$ cat src/rtl/systolic_pkg.sv
// ---------------------------------------------------------------------------
// systolic_pkg
// Shared definitions for the systolic-array output path:
//   - wb_state_t : writeback FSM state encodings (IDLE / ACTIVE / DONE)
//   - clog2      : ceiling log2 for sizing pointers and counters
//   - calc_wpr   : SRAM words needed to carry one quantized row
// ---------------------------------------------------------------------------
package systolic_pkg;

  typedef enum logic [1:0] {
    ST_IDLE   = 2'd0,
    ST_ACTIVE = 2'd1,
    ST_DONE   = 2'd2
  } wb_state_t;

  function automatic int clog2(input int v);
    int r;
    r = 0;
    for (int i = 0; i < 31; i++) begin
      if ((1 << i) < v) r = i + 1;
    end
    return r;
  endfunction

  function automatic int calc_wpr(input int lanes, input int lane_w, input int word_w);
    return (lanes * lane_w) / word_w;
  endfunction

endpackage

$ cat src/rtl/sync_fifo.sv
// ---------------------------------------------------------------------------
// sync_fifo
// Single-clock FIFO, DEPTH entries of WIDTH bits, DEPTH a power of two.
// Read data is the current head (show-ahead); pop advances past it.
// Ports:
//   clk, rst        clock, synchronous active-high reset (empties the FIFO)
//   push, wdata     write one entry (ignored when full)
//   pop, rdata      consume head entry (ignored when empty) / head entry
//   full, empty     occupancy flags
// ---------------------------------------------------------------------------
module sync_fifo
  import systolic_pkg::*;
#(
  parameter int WIDTH = 129,
  parameter int DEPTH = 4
) (
  input  logic             clk,
  input  logic             rst,
  input  logic             push,
  input  logic [WIDTH-1:0] wdata,
  input  logic             pop,
  output logic [WIDTH-1:0] rdata,
  output logic             full,
  output logic             empty
);

  localparam int AW = clog2(DEPTH);

  logic [WIDTH-1:0] mem [DEPTH];
  // One extra pointer bit distinguishes full from empty when indices match.
  logic [AW:0]      wr_ptr;
  logic [AW:0]      rd_ptr;
  logic             push_ok;
  logic             pop_ok;

  assign push_ok = push && !full;
  assign pop_ok  = pop && !empty;

  assign empty = (wr_ptr == rd_ptr);
  assign full  = (wr_ptr[AW] != rd_ptr[AW]) && (wr_ptr[AW-1:0] == rd_ptr[AW-1:0]);
  assign rdata = mem[rd_ptr[AW-1:0]];

  always_ff @(posedge clk) begin
    if (rst) begin
      wr_ptr <= '0;
      rd_ptr <= '0;
    end else begin
      if (push_ok) wr_ptr <= wr_ptr + 1'b1;
      if (pop_ok)  rd_ptr <= rd_ptr + 1'b1;
    end
  end

  always_ff @(posedge clk) begin
    if (push_ok) mem[wr_ptr[AW-1:0]] <= wdata;
  end

endmodule

$ cat src/rtl/output_writeback.sv
// ---------------------------------------------------------------------------
// output_writeback
// Takes quantized rows (ARRAY_SIZE signed lanes) from the quantizer, buffers
// them in a small FIFO, serializes each row into SRAM_DATA_WIDTH words and
// writes them to consecutive SRAM addresses starting at a latched base.
// A one-cycle done pulse follows the last word of the tile.
//
// Optional build macro: RELU_EN -- when defined, negative lanes are clamped
// to zero before they enter the FIFO; otherwise lanes pass through unchanged.
//
// Ports:
//   clk, rst       clock, synchronous active-high reset
//   start          begin tile, latches base_addr (only honoured in IDLE)
//   base_addr      first SRAM word address of the tile
//   in_valid       row valid
//   in_ready       row accepted when in_valid & in_ready
//   in_data        row, lane i at [i*OUTPUT_DATA_WIDTH +: OUTPUT_DATA_WIDTH]
//   in_last        marks the final row of the tile
//   sram_we        registered write strobe
//   sram_addr      registered write address (holds when idle)
//   sram_wdata     registered write data (holds when idle)
//   busy           high in ACTIVE and DONE
//   done           one-cycle pulse after the last word is written
// ---------------------------------------------------------------------------
module output_writeback
  import systolic_pkg::*;
#(
  parameter int ARRAY_SIZE        = 8,
  parameter int OUTPUT_DATA_WIDTH = 16,
  parameter int SRAM_DATA_WIDTH   = 32,
  parameter int ADDR_WIDTH        = 10,
  parameter int FIFO_DEPTH        = 4
) (
  input  logic                                    clk,
  input  logic                                    rst,
  input  logic                                    start,
  input  logic [ADDR_WIDTH-1:0]                   base_addr,
  input  logic                                    in_valid,
  output logic                                    in_ready,
  input  logic [ARRAY_SIZE*OUTPUT_DATA_WIDTH-1:0] in_data,
  input  logic                                    in_last,
  output logic                                    sram_we,
  output logic [ADDR_WIDTH-1:0]                   sram_addr,
  output logic [SRAM_DATA_WIDTH-1:0]              sram_wdata,
  output logic                                    busy,
  output logic                                    done
);

  localparam int ROW_W = ARRAY_SIZE * OUTPUT_DATA_WIDTH;
  localparam int WPR   = calc_wpr(ARRAY_SIZE, OUTPUT_DATA_WIDTH, SRAM_DATA_WIDTH);
  localparam int CW    = clog2(WPR) + 1;
  localparam int FW    = ROW_W + 1;

  // Lane conditioning applied on the way into the FIFO.
  function automatic logic [ROW_W-1:0] relu_row(input logic [ROW_W-1:0] r);
    logic [ROW_W-1:0] o;
    o = r;
`ifdef RELU_EN
    for (int i = 0; i < ARRAY_SIZE; i++) begin
      logic signed [OUTPUT_DATA_WIDTH-1:0] lane;
      lane = r[i*OUTPUT_DATA_WIDTH +: OUTPUT_DATA_WIDTH];
      if (lane < 0) o[i*OUTPUT_DATA_WIDTH +: OUTPUT_DATA_WIDTH] = '0;
    end
`endif
    return o;
  endfunction

  wb_state_t             state;
  logic                  last_seen;
  logic [ADDR_WIDTH-1:0] addr_q;

  logic                  fifo_push;
  logic                  fifo_pop;
  logic [FW-1:0]         fifo_wdata;
  logic [FW-1:0]         fifo_rdata;
  logic                  fifo_full;
  logic                  fifo_empty;
  logic [ROW_W-1:0]      head_row;
  logic                  head_last;

  logic [ROW_W-1:0]      sh_row_p1;
  logic [CW-1:0]         sh_rem_p1;
  logic                  sh_last_p1;
  logic                  shift_emit;
  logic                  final_word;
  logic                  fin_p1;

  // No bypass: a full FIFO refuses a row even if it pops this cycle.
  assign in_ready   = (state == ST_ACTIVE) && !fifo_full && !last_seen;
  assign fifo_push  = in_valid && in_ready;
  assign fifo_wdata = {in_last, relu_row(in_data)};
  assign head_row   = fifo_rdata[ROW_W-1:0];
  assign head_last  = fifo_rdata[ROW_W];

  // A new row loads once the shifter has no words left, so the pop lands in
  // the cycle the previous row's final word is on the bus.
  assign fifo_pop   = (state == ST_ACTIVE) && (sh_rem_p1 == '0) && !fifo_empty;
  assign shift_emit = (state == ST_ACTIVE) && (sh_rem_p1 != '0);
  assign final_word = (shift_emit && (sh_rem_p1 == CW'(1)) && sh_last_p1) ||
                      (fifo_pop && (WPR == 1) && head_last);

  sync_fifo #(
    .WIDTH (FW),
    .DEPTH (FIFO_DEPTH)
  ) u_fifo (
    .clk   (clk),
    .rst   (rst),
    .push  (fifo_push),
    .wdata (fifo_wdata),
    .pop   (fifo_pop),
    .rdata (fifo_rdata),
    .full  (fifo_full),
    .empty (fifo_empty)
  );

  // ---- stage p1: FSM, address counter, registered SRAM write port ----
  always_ff @(posedge clk) begin
    if (rst) begin
      state      <= ST_IDLE;
      busy       <= 1'b0;
      done       <= 1'b0;
      last_seen  <= 1'b0;
      addr_q     <= '0;
      sh_rem_p1  <= '0;
      sh_last_p1 <= 1'b0;
      fin_p1     <= 1'b0;
      sram_we    <= 1'b0;
      sram_addr  <= '0;
      sram_wdata <= '0;
    end else begin
      sram_we <= 1'b0;
      fin_p1  <= final_word;

      case (state)
        ST_IDLE: begin
          if (start) begin
            state     <= ST_ACTIVE;
            addr_q    <= base_addr;
            last_seen <= 1'b0;
            busy      <= 1'b1;
          end
        end
        ST_ACTIVE: begin
          // fin_p1 is high while the tile's last word is on the bus.
          if (fin_p1) begin
            state <= ST_DONE;
            done  <= 1'b1;
          end
        end
        ST_DONE: begin
          state <= ST_IDLE;
          done  <= 1'b0;
          busy  <= 1'b0;
        end
        default: begin
          state <= ST_IDLE;
          done  <= 1'b0;
          busy  <= 1'b0;
        end
      endcase

      if (fifo_push && in_last) last_seen <= 1'b1;

      if (fifo_pop) begin
        sram_we    <= 1'b1;
        sram_wdata <= head_row[SRAM_DATA_WIDTH-1:0];
        sram_addr  <= addr_q;
        addr_q     <= addr_q + 1'b1;
        sh_rem_p1  <= CW'(WPR - 1);
        sh_last_p1 <= head_last;
      end else if (shift_emit) begin
        sram_we    <= 1'b1;
        sram_wdata <= sh_row_p1[SRAM_DATA_WIDTH-1:0];
        sram_addr  <= addr_q;
        addr_q     <= addr_q + 1'b1;
        sh_rem_p1  <= sh_rem_p1 - 1'b1;
      end
    end
  end

  // ---- stage p1: row shifter data (word 0 leaves directly from the FIFO head) ----
  always_ff @(posedge clk) begin
    if (fifo_pop) begin
      sh_row_p1 <= head_row >> SRAM_DATA_WIDTH;
    end else if (shift_emit) begin
      sh_row_p1 <= sh_row_p1 >> SRAM_DATA_WIDTH;
    end
  end

endmodule

$ cat config.mk
export PLATFORM = sky130hd
export DESIGN_NAME = output_writeback
export DESIGN_NICKNAME = d
export VERILOG_FILES = /design/src/rtl/systolic_pkg.sv /design/src/rtl/sync_fifo.sv /design/src/rtl/output_writeback.sv
export SDC_FILE = /design/constraint.sdc
export NUM_CORES = 1
export LEC_CHECK = 0
export CELL_PAD_IN_SITES_DETAIL_PLACEMENT = 1
export CELL_PAD_IN_SITES_GLOBAL_PLACEMENT = 1
export CORE_ASPECT_RATIO = 1.1
export CORE_UTILIZATION = 40
export CTS_CLUSTER_DIAMETER = 100
export DETAILED_ROUTE_END_ITERATION = 6
export PLACE_DENSITY = 0.7
export SYNTH_ARGS = -nofsm -noshare
export SYNTH_HDL_FRONTEND = slang
export SYNTH_HIERARCHICAL = 1
export SYNTH_SLANG_ARGS = --single-unit
$ cat constraint.sdc
create_clock -name clk -period 9.65 [get_ports clk]
set_input_delay 1.4475 -clock clk [delete_from_list [all_inputs] [get_ports clk]]
set_output_delay 1.4475 -clock clk [all_outputs]
set_load 0.01 [all_outputs]
# After elaboration in Yosys (flattened, before gate mapping)

Memory sizes are Yosys's and may differ from the RTL's. A register that Yosys moved wholly into a read port is not among the register bits.
Index checks and enable logic that the tools add are counted.

Bits in registers: 165
Memory bits (writable): 516
Input port bits: 143
Output and inout bits: 46
Word-level logic and storage cells: 86
Memories kept: 1

Add/sub/neg operators: 4
Equal/unequal tests: 7
Multiplexer cells: 28
Bitwise operators: 2
Reduce and logical (&&, ||, !) cells: 29

Memory list:

| name       | depth | bits a word | read ports | clocked after Yosys merged registers in | wr ports | RTL line        | text |
|---|---|---|---|---|---|---|---|
| u_fifo.mem | 4     | 129         | 1          | 1                                       | 1        | sync_fifo.sv:29 | `logic [WIDTH-1:0] mem [DEPTH];` |

Operator list:

| kind                                                                | count |
|---|---|
| 96-bit 2-to-1 mux                                                   | 2 |
| 32-bit 2-to-1 mux                                                   | 2 |
| 10-bit 2-to-1 mux                                                   | 6 |
| 1-bit logical AND                                                   | 12 |
| 2-bit 2-to-1 mux                                                    | 6 |
| 10-bit by 1-bit adder with 10-bit output (second input constant)    | 1 |
| 2-bit AND reduction                                                 | 5 |
| 1-bit 2-to-1 mux                                                    | 9 |
| 3-bit nonzero test                                                  | 3 |
| 3-bit by 1-bit adder with 3-bit output (second input constant)      | 2 |
| 2-bit nonzero test                                                  | 3 |
| 2-bit != test (second input constant)                               | 2 |
| 1-bit case mux with 2 select lines                                  | 2 |
| 2-bit case mux with 2 select lines                                  | 1 |
| 3-bit by 1-bit == test with 1-bit output (second input constant)    | 1 |
| 3-bit == test                                                       | 1 |
| 1-bit logical NOT                                                   | 3 |
| 3-bit logical NOT                                                   | 1 |
| 3-bit by 1-bit subtractor with 3-bit output (second input constant) | 1 |
| 2-bit by 1-bit == test with 1-bit output (second input constant)    | 1 |
| 2-bit == test                                                       | 1 |
| 2-bit logical NOT                                                   | 1 |
| 1-bit inverter                                                      | 2 |
| 2-bit OR reduction                                                  | 1 |
| 1-bit != test                                                       | 1 |

# Longest topological paths before layout

Depth after elaboration: 9
Depth in mapped cells: 12
Gate-level depth less buffers: 8

# Hierarchy

The synthesis kept the hierarchy.

By module, submodules not included:

| module           | instances | cells each | area each (um2) | sequential area each (um2) |
|---|---|---|---|---|
| sync_fifo        | 1         | 741        | 19125.8         | 15655.0 |
| output_writeback | 1         | 475        | 6454.9          | 4144.0 |

# Worst setup path after synthesis

OpenSTA, ideal clock, no wires.

Path type: input -> register
Start point: in in_valid
End point: mem u_fifo.mem[3][0] (enable)
Library setup time: 694 ps
Data arrival time: 8196 ps
Required time: 8956 ps
Path slack: 761 ps
Stages: 3
Buffers on the path: 0
Cells stage by stage: and2_1 -> nand2_1 -> a31oi_1

Word-level cells in the longest chain between the ends: 4

RTL lines:

| element                                | RTL line               | text |
|---|---|---|
| from (decl)                            | output_writeback.sv:38 | `input logic in_valid,` |
| 1-bit logical AND                      | output_writeback.sv:90 | `assign fifo_push = in_valid && in_ready;` |
| 1-bit logical AND                      | sync_fifo.sv:36        | `assign push_ok = push && !full;` |
| 1-bit 2-to-1 mux                       | sync_fifo.sv:54        | `if (push_ok) mem[wr_ptr[AW-1:0]] <= wdata;` |
| 1-bit 2-to-1 mux (not written as such) | sync_fifo.sv:54        |  |
| to (decl)                              | sync_fifo.sv:29        |  |

No other way between the ends.

# Worst setup path in the final report

Start point: reg u_fifo.wr_ptr[0]
End point: mem u_fifo.mem[3][107] (enable)

Word-level cells in the longest chain between the ends: 9

RTL lines:

| element                                | RTL line               | text |
|---|---|---|
| from (decl)                            | sync_fifo.sv:31        | `logic [AW:0] wr_ptr;` |
| from (signal assigned)                 | sync_fifo.sv:48        | `if (push_ok) wr_ptr <= wr_ptr + 1'b1;` |
| 2-bit == test                          | sync_fifo.sv:40        | `assign full = (wr_ptr[AW] != rd_ptr[AW]) && (wr_ptr[AW-1:0] == rd_ptr[AW-1:0]);` |
| 1-bit logical AND                      | sync_fifo.sv:40        |  |
| named net fifo_full                    | output_writeback.sv:76 | `logic fifo_full;` |
| 1-bit logical NOT                      | output_writeback.sv:89 | `assign in_ready = (state == ST_ACTIVE) && !fifo_full && !last_seen;` |
| 1-bit logical AND (2 in series)        | output_writeback.sv:89 |  |
| 1-bit logical AND                      | output_writeback.sv:90 |  |
| named net fifo_push                    | output_writeback.sv:72 | `logic fifo_push;` |
| 1-bit logical AND                      | sync_fifo.sv:36        |  |
| 1-bit 2-to-1 mux                       | sync_fifo.sv:54        |  |
| 1-bit 2-to-1 mux (not written as such) | sync_fifo.sv:54        |  |

The timed path passes the listed nets, and every way through them passes these cells.

==> results_dict.tcl <==
set metrics [dict create \
    grt_usage_pct 17.54 \
    required_ns 9.86 \
    avgSynthCellArea_um2 21.04 \
    fin_ws_ns 5.359 \
    drv_cap 0 \
    avgRoutedWirePerCell_um 24.46 \
    crit_cells 9 \
    power.total_w 0.007065 \
    io_pins 189 \
    syn_nets 1368 \
    instances_no_fill 2317 \
    area_growth_pct 19.42 \
    grt_max_degree 91 \
    floorplan.initialDensity_pct 40.72 \
    cts-htree-levels 3 \
    cts_hold_buf 0 \
    clkSinkCount 683 \
    clk_pin_slew_ns 0.06 \
    die_area_um2 64970 \
    grt_pass1_wl_mm 84.52 \
    crit_arrival_ns 4.50 \
    reg2reg_to "u_fifo/mem[3][107]" \
    gp_congestion 0.7323 \
    hold_viol 0 \
    cts_made_buffers 69 \
    ys_seq_area_share_pct 77.40 \
    fin_setup_tns_ns 0 \
    slowest_delay_ns 0.95 \
    syn_inst 1216 \
    seqPwrFrac_pct 50.7 \
    fin_crit_ns 4.291 \
    die_x_um 243.1 \
    drtAntennaViolNets 0 \
    core-area_um2 62820 \
    grt_pass1_vias 13290 \
    grt_antenna_before_repair 8 \
    fin_crit_sh_pct 44.46 \
    globalRouteOverflowTotal 0 \
    critPathTopFamily "buffers and inverters" \
    holdCritPathClass "register to register" \
    cts_resized 0 \
    relSlewSlack_pct 26.57 \
    crit_type "register to register" \
    post-place-cells 2188 \
    irDropWorstVdd_v 0.0001464 \
    path_cells "xnor2_1 > nand2_1 > nor2_1 > nor3_1 > and2_1 > nand2_1 > a31oi_4 > buf_4 > buf_4" \
    hold_start "sram_addr[6]" \
    die_y_um 267.2 \
    r2r_cells 9 \
    avgViaCountPerCell 5.334 \
    fin_util_pct 48.63 \
    clk_latency_ns 0.61 \
    synth-main-ff-cell "edfxtp_1" \
    reg2reg_slack_ns 5.36 \
    p_leak_nw 9.438 \
    hold-path-endpoint "sram_addr[6]" \
    routed_wl_mm 56.68 \
    yosysTopAreaCell "edfxtp_1" \
    fin_skew_ns 0.02273 \
    ctsLongestPathBuffers 3 \
    synth.top_cell.area_share_pct 71.84 \
    drive_above_1_share_pct 21.73 \
    tritoncts "yes" \
    end_kind "register" \
    rsz0062_at_grt "false" \
    slew_violations 0 \
    p_clk_share_pct 36.9 \
    power_density_nw_per_um2 231.3 \
    drt_iter0_markers 747 \
    cp_max_fo 68 \
    async_reset_ff_share_pct 0 \
    whs_path_depth 2 \
    finalSetupViolCount 0 \
    synth_area_um2 25580 \
    cp-start-kind "register" \
    final_nets 1578 \
    synth_area_leaders "edfxtp_1, mux4_2, dfxtp_1, mux2_2, and2_1" \
    status "complete, no violations" \
    dp_hpwl_mm 33.32 \
    crit_buf_inv 2 \
    fp-row-count 96 \
    tightest_slew_ns 1.101 \
    clock.fmax_ghz 0.2331 \
    post-place-ws_ns 4.756 \
    p_sw_w 0.001657 \
    p_int_w 0.005408 \
    cts_root_buf "clkbuf_16" \
    port_buffers 188 \
    synth_cell_types 55 \
    synth-seq-cells 683 \
    synth_edf_count 612 \
    sw_frac_of_total_pct 23.46 \
    cts_setup_buffers 0 \
    drt-pass1-iter-count 5 \
    comb_power_share_pct 12.4 \
    yosys_warnings 6 \
    num_vias 12360 \
    critPathSlowestCell "buf_4" \
    drc 0 \
    reg2reg_from "u_fifo/wr_ptr[0]" \
]
-- how the worst max path moves through the flow --
stage	from	end	slack [ns]
after floorplan	in_valid	u_fifo/mem[3][0]	0.76
after global placement	in_valid	u_fifo/mem[3][113]	4.73
after detailed placement	in_valid	u_fifo/mem[3][104]	4.76
after CTS	u_fifo/wr_ptr[0]	u_fifo/mem[3][107]	5.34
after global routing	u_fifo/wr_ptr[0]	u_fifo/mem[3][107]	5.05
final	u_fifo/wr_ptr[0]	u_fifo/mem[3][107]	5.36
-- synthesized netlist by cell type, types with 2 or more instances --
| master | number |
|---|---|
| or3_1 | 2 |
| nand3_1 | 6 |
| nor3b_1 | 6 |
| nor3_1 | 6 |
| a22oi_1 | 22 |
| a21oi_1 | 17 |
| o2bb2ai_1 | 21 |
| or4_1 | 2 |
| buf_2 | 18 |
| a41oi_1 | 2 |
| ha_1 | 9 |
| dfxtp_1 | 71 |
| nand2_1 | 35 |
| a31oi_1 | 8 |
| and3_1 | 2 |
| o311ai_0 | 3 |
| and2_1 | 37 |
| o211ai_1 | 5 |
| a222oi_1 | 11 |
| a211o_1 | 2 |
| nor2_1 | 22 |
| nand4_1 | 4 |
| edfxtp_1 | 612 |
| buf_6 | 3 |
| clkbuf_1 | 28 |
| buf_1 | 3 |
| a2111oi_0 | 2 |
| inv_1 | 8 |
| nand2b_1 | 3 |
| and4_1 | 2 |
| nor2b_1 | 2 |
| nand4b_1 | 2 |
| buf_4 | 15 |
| mux4_2 | 129 |
| o21ai_0 | 4 |
| a221oi_1 | 2 |
| a32oi_1 | 3 |
| xnor2_1 | 4 |
| xor2_1 | 4 |
| mux2_2 | 64 |
-- power by group through the flow --
stage	registers (W)	clock network [W]	logic [W]
after CTS	0.00359	0.00267	0.000897
after floorplan	0.00359	0	0.000582
after global placement	0.00364	0	0.000866
after detailed placement	0.00365	0	0.000890
final	0.00358	0.00261	0.000876
after global routing	0.00360	0.00276	0.000945
-- cell families after synthesis --
logic type / count (synthesis) / synth area share (%)
flops: 683 / 77.40
mux: 194 / 14.21
simple gates: 138 / 2.910
compound gates: 109 / 3.267
buf+inv: 75 / 1.497
fa+ha+maj: 9 / 0.4402
xor+xnor: 8 / 0.2739
-- registers in the layout, summed over array words and instances, names as in the netlist, named ones only --
signal / flops
u_fifo/mem: 516
sh_row_p1: 96
sram_wdata: 32
addr_q: 10
sram_addr: 10
sh_rem_p1: 3
u_fifo/rd_ptr: 3
u_fifo/wr_ptr: 3
state: 2
busy: 1
done: 1
fin_p1: 1
last_seen: 1
sh_last_p1: 1
sram_we: 1
-- layout make-up --
class                      count  area [um^2]
inverter                       8        35.03
fill                        5679        32270
clock buffer                  82         1785
multi-input combinational    458         5430
clock inverter                40        406.6
sequential                   683        19810
timing repair buffer         206         2024
antenna                        7        17.52
tap                          833         1042
-- placed cells by master, fill, tap and decap left out, types with 5 or more instances in the layout --
master / n
nor3_1: 6
inv_1: 7
clkinv_1: 14
o211ai_1: 5
clkinv_2: 12
dfxtp_1: 69
mux4_2: 129
a22oi_1: 22
edfxtp_1: 612
bufinv_16: 7
nor3b_1: 6
clkbuf_1: 12
mux2_2: 64
a31oi_1: 7
clkdlybuf4s50_1: 187
nand3_1: 6
a222oi_1: 11
diode_2: 7
buf_4: 17
ha_1: 9
nor2_1: 22
and2_1: 34
nand2_1: 35
o2bb2ai_1: 21
clkbuf_16: 69
a21oi_1: 17
-- tightest hold or removal path: cells and delay by family (launching register included) --
kind,cells,cell delay (ns)
AOI/OAI and AO/OA,1,0.05
and+or+nand+nor,1,0.05
DFF,1,0.30
-- metrics by stage --
| stage | area, um^2 | hold WS [ns] |
|---|---|---|
| floorplan | 25580 | 0.4203 |
| global placement | 28340 | 0.4310 |
| detailed placement | 28340 | 0.4420 |
| CTS | 30530 | 0.4564 |
| global route | 30540 | 0.4683 |
| finish | 30550 | 0.4515 |
-- metal layers --
layer | global-route usage [%] | vias to the layer above | share of wire, %
met1 | 22.61 | 6540 | 42
li1 | - | 5446 | -
met5 | 0 | - | 0.041
met4 | 5.762 | 4 | 2.4
met2 | 29.81 | 290 | 51
met3 | 3.467 | 78 | 4.8
No activity file was read; power rests on OpenSTA's default activity.
